File: src/rtl/mmio_bridge_pkg.sv
// Shared types and defaults for the multi-slave MMIO bridge.
package klp32_mmio_pkg;

  typedef enum logic [1:0] {
    IDLE,
    ACCESS,
    RESP
  } state_t;

  localparam logic [31:0]  MMIO_BASE_DEFAULT = 32'h1000_0000;
  localparam int unsigned  SPAN_LOG2_DEFAULT = 24;
  localparam int unsigned  ERR_CNT_W         = 8;

endpackage

File: src/rtl/mmio_addr_decode.sv
// Combinational MMIO window decode: byte address -> {hit, slave index, region offset}.
module mmio_addr_decode
  import klp32_mmio_pkg::*;
#(
  parameter int unsigned       NUM_SLAVES = 4,
  parameter int unsigned       ADDR_W     = 32,
  parameter logic [ADDR_W-1:0] MMIO_BASE  = ADDR_W'(MMIO_BASE_DEFAULT),
  parameter int unsigned       SPAN_LOG2  = SPAN_LOG2_DEFAULT,
  localparam int unsigned      IDX_W      = (NUM_SLAVES > 1) ? $clog2(NUM_SLAVES) : 1
) (
  input  logic [ADDR_W-1:0] addr,
  output logic              hit,
  output logic [IDX_W-1:0]  idx,
  output logic [ADDR_W-1:0] offset
);

  // Window bounds carry one extra bit so a window ending at the top of the
  // address space does not wrap to zero.
  localparam logic [ADDR_W:0]   WIN_LO    = {1'b0, MMIO_BASE};
  localparam logic [ADDR_W:0]   WIN_HI    = WIN_LO + ((ADDR_W+1)'(NUM_SLAVES) << SPAN_LOG2);
  localparam logic [ADDR_W-1:0] SPAN_MASK = (ADDR_W'(1) << SPAN_LOG2) - ADDR_W'(1);

  logic [ADDR_W-1:0] rel;

  always_comb begin
    rel    = addr - MMIO_BASE;
    hit    = ({1'b0, addr} >= WIN_LO) && ({1'b0, addr} < WIN_HI);
    idx    = IDX_W'(rel >> SPAN_LOG2);
    offset = rel & SPAN_MASK;
  end

endmodule

File: src/rtl/mmio_bridge.sv
// Memory-stage to NUM_SLAVES peripheral bridge with wait states, timeout and error counting.
module mmio_bridge
  import klp32_mmio_pkg::*;
#(
  parameter int unsigned       NUM_SLAVES     = 4,
  parameter int unsigned       ADDR_W         = 32,
  parameter int unsigned       DATA_W         = 32,
  parameter logic [ADDR_W-1:0] MMIO_BASE      = ADDR_W'(MMIO_BASE_DEFAULT),
  parameter int unsigned       SPAN_LOG2      = SPAN_LOG2_DEFAULT,
  parameter int unsigned       TIMEOUT_CYCLES = 255
) (
  input  logic                         clk,
  input  logic                         reset,
  input  logic                         req_valid,
  output logic                         req_ready,
  input  logic                         req_wr,
  input  logic [ADDR_W-1:0]            req_addr,
  input  logic [DATA_W-1:0]            req_wdata,
  input  logic [DATA_W/8-1:0]          req_be,
  output logic                         rsp_valid,
  output logic [DATA_W-1:0]            rsp_rdata,
  output logic                         rsp_err,
  output logic [ERR_CNT_W-1:0]         err_count,
  output logic [NUM_SLAVES-1:0]        s_cs,
  output logic                         s_wr,
  output logic                         s_rd,
  output logic [ADDR_W-1:0]            s_addr,
  output logic [DATA_W-1:0]            s_wdata,
  output logic [DATA_W/8-1:0]          s_be,
  input  logic [NUM_SLAVES*DATA_W-1:0] s_rdata,
  input  logic [NUM_SLAVES-1:0]        s_ready
);

  localparam int unsigned IDX_W = (NUM_SLAVES > 1) ? $clog2(NUM_SLAVES) : 1;
  localparam int unsigned TMR_W = $clog2(TIMEOUT_CYCLES + 1);

  state_t            state, state_n;
  logic              dec_hit;
  logic [IDX_W-1:0]  dec_idx, idx_q;
  logic [ADDR_W-1:0] dec_offset;
  logic              wr_q;
  logic [TMR_W-1:0]  timer;
  logic              sel_ready, timeout;
  logic [DATA_W-1:0] sel_rdata;

  mmio_addr_decode #(
    .NUM_SLAVES (NUM_SLAVES),
    .ADDR_W     (ADDR_W),
    .MMIO_BASE  (MMIO_BASE),
    .SPAN_LOG2  (SPAN_LOG2)
  ) u_decode (
    .addr   (req_addr),
    .hit    (dec_hit),
    .idx    (dec_idx),
    .offset (dec_offset)
  );

  always_comb begin
    sel_ready = s_ready[idx_q];
    sel_rdata = s_rdata[int'(idx_q)*DATA_W +: DATA_W];
    timeout   = (timer == TMR_W'(TIMEOUT_CYCLES - 1));
  end

  always_ff @(posedge clk) begin
    if (!reset) state <= IDLE;
    else        state <= state_n;
  end

  always_comb begin
    state_n = state;
    unique case (state)
      IDLE:    if (req_valid) state_n = dec_hit ? ACCESS : RESP;
      ACCESS:  if (sel_ready || timeout) state_n = RESP;
      RESP:    state_n = IDLE;
      default: state_n = IDLE;
    endcase
  end

  // Strobes decode straight from registered state and latched fields.
  always_comb begin
    req_ready = (state == IDLE);
    rsp_valid = (state == RESP);
    s_wr      = (state == ACCESS) &&  wr_q;
    s_rd      = (state == ACCESS) && !wr_q;
    s_cs      = '0;
    if (state == ACCESS) s_cs[idx_q] = 1'b1;
  end

  always_ff @(posedge clk) begin
    if (!reset) begin
      wr_q      <= 1'b0;
      idx_q     <= '0;
      s_addr    <= '0;
      s_wdata   <= '0;
      s_be      <= '0;
      timer     <= '0;
      rsp_rdata <= '0;
      rsp_err   <= 1'b0;
      err_count <= '0;
    end else begin
      timer <= (state == ACCESS) ? timer + 1'b1 : '0;
      if (state == IDLE && req_valid) begin
        wr_q    <= req_wr;
        idx_q   <= dec_idx;
        s_addr  <= dec_offset;
        s_wdata <= req_wdata;
        s_be    <= req_be;
        if (!dec_hit) begin
          rsp_err   <= 1'b1;
          rsp_rdata <= '0;
        end
      end
      // Ready is tested first so it wins over a simultaneous timeout.
      if (state == ACCESS) begin
        if (sel_ready) begin
          rsp_err   <= 1'b0;
          rsp_rdata <= wr_q ? '0 : sel_rdata;
        end else if (timeout) begin
          rsp_err   <= 1'b1;
          rsp_rdata <= '0;
        end
      end
      if (state == RESP && rsp_err && err_count != '1)
        err_count <= err_count + 1'b1;
    end
  end

endmodule
File: config.mk
export PLATFORM = sky130hd
export DESIGN_NAME = mmio_bridge
export DESIGN_NICKNAME = d
export VERILOG_FILES = /design/src/rtl/mmio_bridge_pkg.sv /design/src/rtl/mmio_addr_decode.sv /design/src/rtl/mmio_bridge.sv
export SDC_FILE = /design/constraint.sdc
export NUM_CORES = 1
export LEC_CHECK = 0
export ABC_CLOCK_PERIOD_IN_PS = 2700
export CORE_AREA = 2 2 124 126
export DETAILED_ROUTE_END_ITERATION = 12
export DIE_AREA = 0 0 126 128
export PLACE_DENSITY = 0.8
export SYNTH_ARGS = -nofsm -noshare
export SYNTH_HDL_FRONTEND = slang
export SYNTH_SLANG_ARGS = --single-unit
File: constraint.sdc
create_clock -name clk -period 2.7 [get_ports clk]
set_input_delay 0.81 -clock clk [delete_from_list [all_inputs] [get_ports clk]]
set_output_delay 0.81 -clock clk [all_outputs]
set_load 0.02 [all_outputs]
==> flow_summary.html <==
<table>
<tr><th>Metric</th><th>Value</th></tr>
<tr><th colspan="2">Run status</th></tr>
<tr><td>Outcome</td><td>complete, no violations</td></tr>
<tr><th colspan="2">Synthesis</th></tr>
<tr><td>Biggest area consumer among synthesized cells</td><td>sky130_fd_sc_hd__dfxtp_1</td></tr>
<tr><td>Most used standard cells in the synthesized netlist</td><td>136 x sky130_fd_sc_hd__nand2_1, 114 x sky130_fd_sc_hd__dfxtp_1, 67 x sky130_fd_sc_hd__a21oi_1, 33 x sky130_fd_sc_hd__mux4_2, 32 x sky130_fd_sc_hd__a22o_1</td></tr>
<tr><td>Ys async rst share</td><td>0</td></tr>
<tr><td>Number of enable-type register cells in the synthesized netlist</td><td>0</td></tr>
<tr><td>Synthesized area per cell</td><td>between 9 and 10 um2</td></tr>
<tr><td>Share of the yosys chip area belonging to registers</td><td>0.4664</td></tr>
<tr><td>Area share of the largest cell type after synthesis</td><td>0.4664</td></tr>
<tr><td>Largest cells by area after synthesis</td><td>sky130_fd_sc_hd__dfxtp_1 47%, sky130_fd_sc_hd__mux4_2 15%, sky130_fd_sc_hd__nand2_1 10%</td></tr>
<tr><td>Total standard cell area after synthesis</td><td>4893 um2</td></tr>
<tr><td>Cell with the most instances after synthesis</td><td>sky130_fd_sc_hd__nand2_1</td></tr>
<tr><td>Total of flip-flops plus latches after synthesis</td><td>114</td></tr>
<tr><td>Ys Warns</td><td>0</td></tr>
<tr><td>Number of distinct standard cells referenced by the synthesized netlist</td><td>39</td></tr>
<tr><td>Top FF cell, synth</td><td>sky130_fd_sc_hd__dfxtp_1</td></tr>
<tr><td>Synthesized netlist cell count</td><td>507</td></tr>
<tr><th colspan="2">Die</th></tr>
<tr><td>Die Span Y</td><td>128 um</td></tr>
<tr><td>Total Die Area</td><td>16,130 um2</td></tr>
<tr><td>Core area</td><td>14,860 um2</td></tr>
<tr><td>Die Span X</td><td>126 um</td></tr>
<tr><td>Boundary pin count</td><td>approximately 320</td></tr>
<tr><td>Initial core utilization</td><td>0.3292</td></tr>
<tr><td>Row count</td><td>45</td></tr>
<tr><th colspan="2">STA</th></tr>
<tr><td>Minimum clock period after layout</td><td>2.492 ns</td></tr>
<tr><td>Final cycle utilization of the critical path</td><td>0.9230</td></tr>
<tr><td>Post-layout worst setup margin</td><td>0.2080 ns</td></tr>
<tr><td>Final Slew Violations</td><td>0</td></tr>
<tr><td>Setup TNS after final layout</td><td>0 ns</td></tr>
<tr><td>Slew Limit Headroom</td><td>0.5177</td></tr>
<tr><td>Worst setup skew after layout</td><td>0.01226 ns</td></tr>
<tr><td>Transition time at the pin with the least slew margin</td><td>0.7234 ns</td></tr>
<tr><td>Final hold slack</td><td>0.4509 ns</td></tr>
<tr><td>Hold Violations, Final</td><td>0</td></tr>
<tr><td>Final setup violation count</td><td>0</td></tr>
<tr><td>Fmax achieved</td><td>401.3 MHz</td></tr>
<tr><td>Unrepaired setup endpoints after global routing</td><td>no</td></tr>
<tr><th colspan="2">Placement</th></tr>
<tr><td>Number of buffer cells added on primary ports</td><td>312</td></tr>
<tr><td>Cells after DPL</td><td>about 980</td></tr>
<tr><td>GPL Wtd Cong</td><td>0.8798</td></tr>
<tr><td>Pre-CTS setup slack</td><td>about 0.0013 ns</td></tr>
<tr><td>Half-perimeter wire length of the detailed placement result</td><td>about 13 mm</td></tr>
<tr><th colspan="2">Setup path</th></tr>
<tr><td>Critical path launch point</td><td>state[1]$_SDFFE_PN0P_</td></tr>
<tr><td>Required arrival time at the worst endpoint</td><td>1.89 ns</td></tr>
<tr><td>Worst-path fanout max</td><td>7</td></tr>
<tr><td>Register-to-register setup slack</td><td>0.84 ns</td></tr>
<tr><td>Worst EP arrival</td><td>1.68 ns</td></tr>
<tr><td>Endpoint of the most critical register-to-register path</td><td>rsp_rdata[25]$_SDFF_PN0_</td></tr>
<tr><td>R2R depth</td><td>6</td></tr>
<tr><td>Critical path endpoint category</td><td>primary output</td></tr>
<tr><td>Crit Path Category</td><td>register to primary output</td></tr>
<tr><td>Kind of start point of the critical path</td><td>register</td></tr>
<tr><td>RR Startpoint</td><td>idx_q[1]$_SDFFE_PN0P_</td></tr>
<tr><td>Last element of the critical path</td><td>rsp_valid</td></tr>
<tr><th colspan="2">Clock tree</th></tr>
<tr><td>CTS sink count</td><td>114</td></tr>
<tr><td>Worst-skew pair later-pin latency</td><td>approximately 0.41 ns</td></tr>
<tr><td>Maximum clock insertion buffer count</td><td>2</td></tr>
<tr><td>Number of buffers created by CTS</td><td>17</td></tr>
<tr><td>Post-CTS Setup Repair Bufs</td><td>0</td></tr>
<tr><td>Clock edge transition at the registers on the reported setup and hold paths</td><td>around 0.050 ns</td></tr>
<tr><td># hold bufs at CTS</td><td>0</td></tr>
<tr><td>Clock H-tree levels</td><td>4</td></tr>
<tr><td>Buffer type at the clock tree root</td><td>sky130_fd_sc_hd__clkbuf_16</td></tr>
<tr><td>CTS tree</td><td>built</td></tr>
<tr><th colspan="2">Global routing</th></tr>
<tr><td>Antenna violations before repair</td><td>3</td></tr>
<tr><td>Largest net degree at the start of global routing</td><td>65</td></tr>
<tr><td>GRT overflow</td><td>0</td></tr>
<tr><td>Global-route wire length before repair</td><td>26.35 mm</td></tr>
<tr><td>Via count of the first global-routing pass</td><td>4,815</td></tr>
<tr><td>GR Util All Layers</td><td>0.2120</td></tr>
<tr><th colspan="2">Detailed routing</th></tr>
<tr><td>Average wire per cell in the routed design</td><td>17.33 um</td></tr>
<tr><td>Vias after detailed routing</td><td>~5,000</td></tr>
<tr><td>Number of routed nets with antenna violations</td><td>0</td></tr>
<tr><td>Via/cell ratio</td><td>4.883</td></tr>
<tr><td>Post-route DRC</td><td>0</td></tr>
<tr><td>Total wirelength of the detailed-routed design</td><td>17.60 mm</td></tr>
<tr><td>Starting DRT DRC Count</td><td>281</td></tr>
<tr><td>1st-pass router iterations</td><td>4</td></tr>
<tr><th colspan="2">Power and ir drop</th></tr>
<tr><td>Power per unit of standard cell area</td><td>572.1 nW/um2</td></tr>
<tr><td>Worst VDD drop</td><td>0.4203 mV</td></tr>
<tr><td>Static leakage</td><td>0.003332 uW</td></tr>
<tr><th colspan="2">Worst hold path</th></tr>
<tr><td>Worst hold-check path type</td><td>register to register</td></tr>
<tr><th colspan="2">Final layout</th></tr>
<tr><td>Share of cells above drive strength 1</td><td>0.1055</td></tr>
<tr><td>Filler cell count in the final layout</td><td>between 1,000 and 1,500</td></tr>
<tr><td>Final Instance Count excl. Fillers</td><td>1,016</td></tr>
<tr><td>Area grow syn2layout</td><td>81.46%</td></tr>
<tr><td>Net total in the final layout</td><td>1,019</td></tr>
<tr><th colspan="2">Job</th></tr>
<tr><td>Max-cap check violation count</td><td>0</td></tr>
</table>
==> final cells by class <==
cell class / count / area [um2] / share of cell area
Timing Repair Buffer: 326 / 3278 / 0.3692
Multi-Input combinational cell: 348 / 2389 / 0.2690
Sequential cell: 114 / 2285 / 0.2573
Clock buffer: 24 / 521.8 / 0.05876
Tap cell: 188 / 235.2 / 0.02649
Clock inverter: 8 / 145.1 / 0.01634
Inverter: 5 / 18.77 / 0.002114
Antenna cell: 3 / 7.507 / 0.0008454
==> metrics by stage <==
stage                       util  total power [uW]  cell area [um2]
after CTS                 0.5965              5142             8867
final                     0.5974              5080             8880
after floorplan                -              2147             4920
after global routing      0.5972              5272             8877
after detailed placement  0.5515              2622             8198
after global placement    0.5515              2611             8198
==> flip-flops by register name, indices dropped and copies added (netlist names) <==
name / flops
rsp_err: 1
s_addr: 24
s_be: 4
rsp_rdata: 32
s_wdata: 32
idx_q: 2
err_count: 8
state: 2
timer: 8
wr_q: 1
==> critical path: stages, from the launching register on <==
cell                              delay (ns)
sky130_fd_sc_hd__dfxtp_1                0.47
sky130_fd_sc_hd__nor2b_1                0.17
sky130_fd_sc_hd__clkdlybuf4s50_1        0.64
==> where the power goes <==
group	leakage, uW	internal [uW]	total [uW]	switching (uW)
clock	0.000324	1710	2500	782
sequential	0.000930	1740	1780	36.5
combinational	0.00208	487	804	317
total	0.00333	3940	5080	1140
==> routing by layer <==
layer	routed length, um	track usage
met1	6719	0.2300
met2	8815	0.3640
met3	1606	0.08806
met4	461	0.09308
met5	0	0
==> logic make-up after synthesis <==
kind of cell,synth area share
xor+xnor,0.01432
compound gates,0.1414
mux,0.1539
simple gates,0.1616
flops,0.4664
buf+inv,0.05395
other cells,0.0007663
fa+ha+maj,0.007671
==> how the worst min path moves through the flow <==
stage | startpoint | cells past startpoint | to | slack, ns
2_1_floorplan | timer[0]$_SDFF_PN0_ | 1 | timer[0]$_SDFF_PN0_ | 0.44
3_3_place_gp | s_wdata[11]$_SDFFE_PN0P_ | 2 | s_wdata[11]$_SDFFE_PN0P_ | 0.44
3_5_place_dp | s_wdata[7]$_SDFFE_PN0P_ | 2 | s_wdata[7]$_SDFFE_PN0P_ | 0.45
4_1_cts | s_addr[19]$_SDFFE_PN0P_ | 2 | s_addr[19]$_SDFFE_PN0P_ | 0.45
5_1_grt | s_addr[19]$_SDFFE_PN0P_ | 2 | s_addr[19]$_SDFFE_PN0P_ | 0.47
6_report | s_addr[3]$_SDFFE_PN0P_ | 2 | s_addr[3]$_SDFFE_PN0P_ | 0.45
==> placed cells by master (no fill, tap or decap), types with 6 or more instances in the layout <==
master and count:
sky130_fd_sc_hd__o21ai_0 6, sky130_fd_sc_hd__xor2_1 6, sky130_fd_sc_hd__clkdlybuf4s50_1 306, sky130_fd_sc_hd__conb_1 8, sky130_fd_sc_hd__clkbuf_8 7, sky130_fd_sc_hd__mux4_2 33
sky130_fd_sc_hd__a22o_1 32, sky130_fd_sc_hd__nand2_1 136, sky130_fd_sc_hd__dfxtp_1 112, sky130_fd_sc_hd__buf_4 10, sky130_fd_sc_hd__a21oi_1 67, sky130_fd_sc_hd__clkbuf_16 17
sky130_fd_sc_hd__nor2_1 15, sky130_fd_sc_hd__nand3_1 7
==> timing repair <==
action,4_1_cts,5_1_grt
resized for setup,6,2
endpoints found under the setup margin,5,2
hold endpoints to repair,0,0
(Power assumes the default switching activity.)
